==> config.mk <==
export PLATFORM = sky130hd
export DESIGN_NAME = acond_botones
export DESIGN_NICKNAME = d
export VERILOG_FILES = /design/src/rtl/acond_botones.sv
export SDC_FILE = /design/constraint.sdc
export NUM_CORES = 1
export LEC_CHECK = 0
export BUFFER_PORTS_ARGS = -buffer_cell sky130_fd_sc_hd__clkbuf_2
export CAP_MARGIN = 15
export CELL_PAD_IN_SITES_DETAIL_PLACEMENT = 1
export CELL_PAD_IN_SITES_GLOBAL_PLACEMENT = 1
export CORE_ASPECT_RATIO = 0.75
export CORE_MARGIN = 2
export CORE_UTILIZATION = 49
export DETAILED_ROUTE_END_ITERATION = 16
export GPL_TIMING_DRIVEN = 0
export PLACE_DENSITY_LB_ADDON = 0.1
export SLEW_MARGIN = 20
export SYNTH_ARGS = -nofsm -noshare
export SYNTH_HDL_FRONTEND = slang
export SYNTH_SLANG_ARGS = --single-unit
==> constraint.sdc <==
create_clock -name clk -period 2.8 [get_ports clk]
set_input_delay 0.28 -clock clk [delete_from_list [all_inputs] [get_ports clk]]
set_output_delay 0.28 -clock clk [all_outputs]
set_load 0.03 [all_outputs]
==> src/rtl/acond_botones.sv <==
// -----------------------------------------------------------------------------
// acond_botones
//
// Input conditioning for the three board push-buttons (food, medicine, test).
// Each raw button goes through polarity normalisation, a 2-flop synchroniser,
// a debounce counter with a stable-state register, and a rising-edge detector.
// The result is a clean single-cycle press pulse per channel. The test channel
// can additionally be long-press qualified.
//
// Optional feature macro: TEST_LONG_PRESS_EN
//   defined   : Boton_Test pulses once when the debounced test level has been
//               high for LONG_PRESS_CYCLES cycles; no further pulse until the
//               button is released and held again.
//   undefined : Boton_Test pulses on the debounced rising edge, like the other
//               channels, and the hold counter is not built.
//
// Parameters:
//   DEBOUNCE_CYCLES   stable cycles needed to accept a new level (min 2)
//   LONG_PRESS_CYCLES debounced hold length for a test pulse (min 2)
//   ACTIVE_LOW        1 when the raw pins read 0 while pressed
//
// Ports:
//   clk                 in   system clock, rising edge
//   reset               in   asynchronous, active-high; clears every register
//   Boton_Comida_raw    in   raw food button
//   Boton_Medicina_raw  in   raw medicine button
//   Boton_Test_raw      in   raw test button
//   Boton_Comida        out  one-cycle food press pulse
//   Boton_Medicina      out  one-cycle medicine press pulse
//   Boton_Test          out  one-cycle test pulse
//   test_held           out  debounced level of the test button
//   actividad           out  OR of the three pulses, same timing as them
// -----------------------------------------------------------------------------
module acond_botones #(
    parameter int DEBOUNCE_CYCLES   = 500000,
    parameter int LONG_PRESS_CYCLES = 250000000,
    parameter int ACTIVE_LOW        = 0
) (
    input  logic clk,
    input  logic reset,
    input  logic Boton_Comida_raw,
    input  logic Boton_Medicina_raw,
    input  logic Boton_Test_raw,
    output logic Boton_Comida,
    output logic Boton_Medicina,
    output logic Boton_Test,
    output logic test_held,
    output logic actividad
);

    // Channel indices into the per-channel vectors.
    localparam int CH_FOOD = 0;
    localparam int CH_MED  = 1;
    localparam int CH_TEST = 2;

    localparam int CNT_W = (DEBOUNCE_CYCLES > 2) ? $clog2(DEBOUNCE_CYCLES) : 1;
    localparam logic [CNT_W-1:0] CNT_LAST = CNT_W'(DEBOUNCE_CYCLES - 1);

    // Elaboration-time guard on the configuration.
    if ((DEBOUNCE_CYCLES < 2) || (LONG_PRESS_CYCLES < 2)) begin : g_bad_param
        $error("acond_botones: DEBOUNCE_CYCLES and LONG_PRESS_CYCLES must be >= 2");
    end

    // Raw and polarity-normalised buttons, bit order {test, medicine, food}.
    logic [2:0] raw_s;
    logic [2:0] norm_s;

    // Synchroniser stages.
    logic [2:0] s1_q;
    logic [2:0] s1_d;
    logic [2:0] s2_q;
    logic [2:0] s2_d;

    // Debounce state.
    logic [2:0]       stable_q;
    logic [2:0]       stable_d;
    logic [CNT_W-1:0] cnt_q [3];
    logic [CNT_W-1:0] cnt_d [3];

    // Registered copy of the debounced level; this is the edge register and
    // also drives test_held for the test channel.
    logic [2:0] lvl_q;
    logic [2:0] lvl_d;

    // Previous level for food/medicine rising-edge detection.
    logic [1:0] prev_q;
    logic [1:0] prev_d;

    // Output pulse registers.
    logic [2:0] pulse_q;
    logic [2:0] pulse_d;
    logic       act_q;
    logic       act_d;

`ifdef TEST_LONG_PRESS_EN
    localparam int HOLD_W = $clog2(LONG_PRESS_CYCLES + 1);
    localparam logic [HOLD_W-1:0] HOLD_MAX = HOLD_W'(LONG_PRESS_CYCLES);
    localparam logic [HOLD_W-1:0] HOLD_THR = HOLD_W'(LONG_PRESS_CYCLES - 1);

    // Saturating count of cycles the debounced test level has been high.
    logic [HOLD_W-1:0] hold_q;
    logic [HOLD_W-1:0] hold_d;
`else
    // Previous test level for plain rising-edge detection.
    logic test_prev_q;
    logic test_prev_d;
`endif

    // Gather raw pins and normalise polarity so 1 always means pressed.
    always_comb begin
        raw_s = {Boton_Test_raw, Boton_Medicina_raw, Boton_Comida_raw};
        if (ACTIVE_LOW != 0) begin
            norm_s = ~raw_s;
        end else begin
            norm_s = raw_s;
        end
    end

    // Two-flop synchroniser next state.
    always_comb begin
        s1_d = norm_s;
        s2_d = s1_q;
    end

    // Debounce: count consecutive cycles the synchronised input disagrees with
    // the accepted level; accept the new level on the DEBOUNCE_CYCLES-th one.
    always_comb begin
        stable_d = stable_q;
        for (int i = 0; i < 3; i++) begin
            cnt_d[i] = cnt_q[i];
            if (s2_q[i] != stable_q[i]) begin
                if (cnt_q[i] == CNT_LAST) begin
                    stable_d[i] = s2_q[i];
                    cnt_d[i]    = '0;
                end else begin
                    cnt_d[i] = cnt_q[i] + CNT_W'(1);
                end
            end else begin
                cnt_d[i] = '0;
            end
        end
    end

    // Edge detection and pulse generation for all channels.
    always_comb begin
        pulse_d = 3'b000;
        lvl_d   = stable_q;
        prev_d  = lvl_q[1:0];

        pulse_d[CH_FOOD] = lvl_q[CH_FOOD] & ~prev_q[CH_FOOD];
        pulse_d[CH_MED]  = lvl_q[CH_MED]  & ~prev_q[CH_MED];

`ifdef TEST_LONG_PRESS_EN
        // Count while held, clear on release. Saturation above the threshold
        // guarantees the threshold value is crossed only once per hold.
        if (lvl_q[CH_TEST]) begin
            if (hold_q == HOLD_MAX) begin
                hold_d = hold_q;
            end else begin
                hold_d = hold_q + HOLD_W'(1);
            end
        end else begin
            hold_d = '0;
        end
        // Fires on the cycle the hold reaches LONG_PRESS_CYCLES.
        pulse_d[CH_TEST] = lvl_q[CH_TEST] & (hold_q == HOLD_THR);
`else
        test_prev_d      = lvl_q[CH_TEST];
        pulse_d[CH_TEST] = lvl_q[CH_TEST] & ~test_prev_q;
`endif

        act_d = |pulse_d;
    end

    // State registers for all channels; everything clears on reset.
    always_ff @(posedge clk or posedge reset) begin
        if (reset) begin
            s1_q     <= 3'b000;
            s2_q     <= 3'b000;
            stable_q <= 3'b000;
            for (int i = 0; i < 3; i++) begin
                cnt_q[i] <= '0;
            end
            lvl_q    <= 3'b000;
            prev_q   <= 2'b00;
            pulse_q  <= 3'b000;
            act_q    <= 1'b0;
`ifdef TEST_LONG_PRESS_EN
            hold_q   <= '0;
`else
            test_prev_q <= 1'b0;
`endif
        end else begin
            s1_q     <= s1_d;
            s2_q     <= s2_d;
            stable_q <= stable_d;
            for (int i = 0; i < 3; i++) begin
                cnt_q[i] <= cnt_d[i];
            end
            lvl_q    <= lvl_d;
            prev_q   <= prev_d;
            pulse_q  <= pulse_d;
            act_q    <= act_d;
`ifdef TEST_LONG_PRESS_EN
            hold_q   <= hold_d;
`else
            test_prev_q <= test_prev_d;
`endif
        end
    end

    assign Boton_Comida   = pulse_q[CH_FOOD];
    assign Boton_Medicina = pulse_q[CH_MED];
    assign Boton_Test     = pulse_q[CH_TEST];
    assign test_held      = lvl_q[CH_TEST];
    assign actividad      = act_q;

endmodule

==> flow_summary.yaml, run 1 <==
outcome:
  status: "finished clean"
timing:
  setup_viol: 0
  hold_slack_ps: 32.9
  slew-limit-headroom: 0.554
  skew_ps: 6.66
  rsz0062_at_grt: "no"
  fmax_mhz: 463
  period_minus_slack_ps: 2160
  fin_crit_sh: 0.772
  fin_setup_tns_ps: 0
  hold_viol: 0
  worst_pin_slew_ps: 665
  slew_violations: 0
critical_path:
  critPathArrivalTime_ps: 2390
  end_kind: "flop"
  reg2reg_to: "cnt_q[30]"
  critPathKind: "flop to flop"
  crit_fanout: 10
  cp_num_buf_inv: 1
  critical_path.cell_chain: "ha_1 -> nand4_1 -> o41ai_4 -> buf_2 -> nor2_1"
  cp_slowest_cell: "o41ai_4"
  r2r_start: "cnt_q[19]"
  critPathMaxStageDelay_ps: 680
  required_ps: 3030
  r2r_slack_ps: 640
  r2r_cells: 5
  crit_path_start_kind: "flop"
  critPathTopFamily: "compound AO/OA/AOI/OAI gates"
detailed_routing:
  ant_nets: 0
  drt_iter0_markers: 39
  drt_pre_antenna_iters: 4
  vias: 2440
  post-route-drc-count: 0
  viasPerCell: 5.57
  routed_wl_um: 6870
  wire_per_inst_um: 15.7
die:
  start_util: 0.506
  die-area_mm2: 0.00775
  rows: 26
  design.core.area_mm2: 0.00683
  pin_count: 10
  die_h_um: 76.7
  die_x_um: 101
power_and_ir_drop:
  power_mw: 1.98
  power.leakage_nw: 1.63
  power_density_mw_per_mm2: 516
  vdd_drop_max_uv: 345
logic_synthesis:
  syn_nets: 335
  postSynthCellCount: 327
  ys_warn_count: 0
  synth_seq_area_share: 0.550
  synth_seq_cells: 76
  yosys.area.top_type: "dfrtp_1"
  synthesis.area_mm2: 0.00346
  ys_types: 36
  synth_top_area_share: 0.550
  synth_area_leaders: "dfrtp_1 55%, xnor2_1 7.3%, nor2_1 5.4%, xor2_1 3.5%, nand3_1 3.0%"
  syn_avg_cell_area_um2: 10.6
layout:
  drive_gt1_frac: 0.124
  nFillCells: 761
  syn2layout_area_growth_pct: 11.0
  diodes: 0
  utilization: 0.562
  fin_area_mm2: 0.00384
  nNetsFinal: 357
clock_network:
  cts_tree: "yes"
  cts-root-buf: "clkbuf_8"
  clock_sinks: 76
  cts_made_buffers: 9
  cts_setup_buffers: 0
  clk_path_buf_depth: 2
  htree_levels: 3
  clk_pin_slew_ps: 90
  clkLatencyLatePin_ps: 350
hold_path:
  min_from: "Boton_Test_raw"
  whs_path_depth: 1
  hold_class: "input port to flop"
  min_to: "s1_q[2]"
placement:
  dpl_cell_area_mm2: 0.00364
  numPortBuffers: 9
  gp_congestion: 0.745
  dpl.hpwl_um: 4910
global_route:
  grt_pass1_wl_um: 12300
  first_global_vias: 2542
  overflow: 0
  grt_max_degree: 52
  antenna_found_initial: 0
  track_usage: 0.203
flow_run:
  cap_violations: 0
-- layout by cell type, fill, tap and decap left out, drive strengths merged --
| cell type | netlist | routed |
|---|---|---|
| o41ai | 3 | 3 |
| nor2 | 50 | 50 |
| or2 | 3 | 3 |
| o31ai | 5 | 5 |
| xnor2 | 29 | 29 |
| nand4 | 16 | 16 |
| o21ai | 6 | 6 |
| or3 | 8 | 8 |
| buf | 5 | 6 |
| mux2 | 3 | 3 |
| nand3 | 21 | 21 |
| or4b | 1 | 1 |
| and2 | 3 | 3 |
| nand2 | 14 | 14 |
| and4b | 1 | 1 |
| nor2b | 3 | 3 |
| dlygate4sd3 | 0 | 1 |
| clkbuf | 2 | 20 |
| ha | 3 | 3 |
| nor3 | 6 | 6 |
| and3 | 4 | 4 |
| dfrtp | 76 | 76 |
| a21oi | 11 | 11 |
| nand3b | 1 | 1 |
| nand2b | 1 | 1 |
| nor4b | 3 | 3 |
| xor2 | 14 | 14 |
| or4 | 6 | 6 |
| clkinv | 0 | 3 |
| inv | 13 | 16 |
| and4 | 2 | 2 |
| clkinvlp | 0 | 1 |
| nor4 | 14 | 14 |
-- cell families (layout without fill, tap and decap cells) --
family          Yosys count  count (layout)  share of synthesized area
simple gates            157             157                      0.242
flops                    76              76                      0.550
xor+xnor                 43              43                      0.109
compound gates           25              25                     0.0539
buf+inv                  20              47                     0.0239
fa+ha+maj                 3               3                     0.0109
mux                       3               3                    0.00977
-- per-layer routing --
layer / routed length, um / vias to the layer above / GRT usage
met1: 3430 / 1210 / 0.288
met2: 3190 / 28 / 0.307
met3: 183 / 8 / 0.0510
met4: 61 / 0 / 0.0608
li1: - / 1194 / -
met5: 0 / - / 0
-- state kept, by name (all words and copies together) (netlist names) --
signal       flops
lvl_q            3
cnt_q           57
lvl_d            3
s1_q             3
test_prev_q      1
s2_q             3
pulse_q          3
prev_q           2
actividad        1
-- worst max-delay path by stage --
| stage | startpoint | end | slack (ps) | cells after the start |
|---|---|---|---|---|
| 2_1_floorplan | reset | actividad | 580 | 1 |
| 3_3_place_gp | reset | cnt_q[53] | -320 | 2 |
| 3_5_place_dp | cnt_q[19] | cnt_q[30] | 600 | 5 |
| 4_1_cts | cnt_q[19] | cnt_q[20] | 600 | 5 |
| 5_1_grt | cnt_q[19] | cnt_q[30] | 460 | 5 |
| 6_report | cnt_q[19] | cnt_q[30] | 640 | 5 |
-- through the flow --
stage,setup WS (ps),cells
after detailed placement,602,421
after global routing,456,438
after global placement,-323,420
final,638,438
after CTS,604,438
after floorplan,582,327
-- synth_stat cells --
cell,n
dfrtp_1,76
nor2_1,50
xnor2_1,29
nand3_1,21
nand4_1,15
nand2_1,14
nor4_1,14
xor2_1,14
inv_1,13
a21oi_1,11
or3_1,8
nor3_1,6
buf_2,5
o21ai_0,5
o31ai_1,5
or4_1,5
and3_1,4
and2_1,3
ha_1,3
mux2_2,3
nor2b_1,3
nor4b_1,3
or2_2,3
o41ai_4,2
and4_1,1
and4_2,1
and4b_1,1
clkbuf_1,1
clkbuf_2,1
nand2b_1,1
nand3b_1,1
nand4_4,1
o21ai_1,1
o41ai_1,1
or4_4,1
or4b_1,1
-- layout make-up --
| cell class | instances | area, um2 | area share |
|---|---|---|---|
| inverters | 13 | 51.3 | 0.0134 |
| well taps | 84 | 105 | 0.0274 |
| plain buffers | 7 | 33.8 | 0.00880 |
| clock inverters | 7 | 67.6 | 0.0176 |
| repair buffers | 11 | 82.6 | 0.0215 |
| flip-flops and latches | 76 | 1900 | 0.496 |
| multi-input cells | 231 | 1470 | 0.383 |
| clock buffers | 9 | 124 | 0.0323 |
-- what timing repair did --
action	in CTS	in global routing
gates resized for setup	0	0
setup endpoints to repair	0	0
hold buffers	1	0
endpoints found under the hold margin	25	0
-- where the power goes --
part | switching (mW) | internal [mW]
clock | 0.444 | 0.341
sequential | 0.0146 | 1.11
combinational | 0.0477 | 0.0223
Note: power is estimated with default switching activity, not from simulation.
==> inputs of run 2 (changes only) <==
CORE_UTILIZATION = 44   (was 49)
clock period = 1.95 ns   (was 2.8 ns; I/O delays follow)
==> flow_summary.yaml, run 2 (same netlist as run 1, synthesis figures left out) <==
clock_network:
  clk_path_buf_depth: 2
  htree_levels: 3
  clkLatencyLatePin_ps: 350
  clock_sinks: 76
  cts_made_buffers: 9
  cts-root-buf: "clkbuf_8"
  cts_tree: "yes"
  clk_pin_slew_ps: 80
critical_path:
  required_ps: 2220
  reg2reg_to: "cnt_q[35]"
  startpoint: "cnt_q[28]"
  critPathKind: "flop to flop"
  r2r_slack_ps: 60
  critPathArrivalTime_ps: 2160
  r2r_cells: 5
  end_kind: "flop"
  crit_fanout: 8
  crit_path_start_kind: "flop"
  r2r_start: "cnt_q[28]"
die:
  start_util: 0.463
  die-area_mm2: 0.00859
  die_x_um: 106
  pin_count: 10
  rows: 27
  design.core.area_mm2: 0.00747
  die_h_um: 80.8
global_route:
  met1_usage: 0.269
  grt.busiest_layer: "met2"
  grt_pass1_wl_um: 13000
  antenna_found_initial: 0
  grt_max_degree: 35
  track_usage: 0.199
  use_met3: 0.0530
  overflow: 0
  met2_usage: 0.319
  first_global_vias: 2597
detailed_routing:
  routed_wl_um: 7840
  drt_pre_antenna_iters: 4
  ant_nets: 0
  viasPerCell: 5.37
  wire_per_inst_um: 16.5
  post-route-drc-count: 0
  drt_iter0_markers: 53
  vias: 2552
power_and_ir_drop:
  power_mw: 2.84
  power_density_mw_per_mm2: 698
  vdd_drop_max_uv: 417
  power.leakage_nw: 1.73
placement:
  numPortBuffers: 9
  place_ws_ps: -279
  gp_congestion: 0.764
  dpl.hpwl_um: 5390
timing:
  period_minus_slack_ps: 1890
  skew_ps: 8.83
  worst_pin_slew_ps: 443
  slew_violations: 0
  setup_slack_ps: 60.5
  hold_slack_ps: 352
  slew-limit-headroom: 0.705
  fmax_mhz: 529
  hold_viol: 0
  fin_crit_sh: 0.969
  fin_setup_tns_ps: 0
  setup_viol: 0
layout:
  top_register: "cnt_q"
  syn2layout_area_growth_pct: 17.7
  largest_register_ffs: 57
  nNetsFinal: 378
  final_common_cell: "dfrtp_1"
  nFillCells: 825
  drive_gt1_frac: 0.179
  diodes: 0
  utilization: 0.545
  final_cell_mix: "76 x dfrtp_1, 50 x nor2_1, 29 x xnor2_1"
flow_run:
  cap_violations: 0
hold_path:
  hold_class: "flop to flop"
  min_to: "s2_q[1]"
  whs_path_depth: 0
  min_from: "s1_q[1]"
outcome:
  status: "finished clean"
-- run 2: critical path, cell delays in order (launching register included) --
cell	delay, ps
dfrtp_1	420
nand4_1	150
or3_1	400
buf_2	180
or4_4	490
a21oi_2	170
-- run 2: what timing repair did --
action	CTS	global route
hold buffers	4	0
pin swaps	3	2
endpoints found under the hold margin	18	0
endpoints found under the setup margin	35	26
setup buffers	8	9
gates resized for setup	4	8
-- run 2: power breakdown --
part | internal [mW] | switching, mW | leakage, nW | total (mW)
Sequential | 1.60 | 0.0209 | 1.04 | 1.62
Clock | 0.520 | 0.569 | 0.0872 | 1.09
Combinational | 0.0518 | 0.0798 | 0.606 | 0.132
-- run 2: area by class of cell --
| cell class | instances | area (um2) | area share |
|---|---|---|---|
| tap | 101 | 126 | 0.0311 |
| clock buffer | 11 | 151 | 0.0372 |
| clock inverter | 4 | 25.0 | 0.00615 |
| inverter | 13 | 52.6 | 0.0129 |
| buffer | 7 | 36.3 | 0.00892 |
| sequential | 76 | 1900 | 0.468 |
| timing repair buffer | 32 | 253 | 0.0621 |
| multi-input combinational | 231 | 1520 | 0.374 |
-- run 2: routing by layer --
metal	share of wire	wire, um
met5	0	0
met3	0.033	257
met2	0.47	3690
met4	0.011	87
met1	0.49	3810
-- run 2: through the flow --
stage	instance area, um2	instances
4_1_cts	3970	466
2_1_floorplan	3460	327
5_1_grt	4070	475
6_report	4070	475
3_3_place_gp	3630	437
3_5_place_dp	3670	439
-- run 2: worst max-delay path by stage --
stage / end / slack [ps] / depth (start not counted)
5_1_grt: cnt_q[37] / -60 / 5
4_1_cts: cnt_q[16] / 3 / 5
2_1_floorplan: cnt_q[16] / 90 / 5
6_report: cnt_q[35] / 60 / 5
3_5_place_dp: cnt_q[26] / -280 / 5
3_3_place_gp: cnt_q[30] / -210 / 5
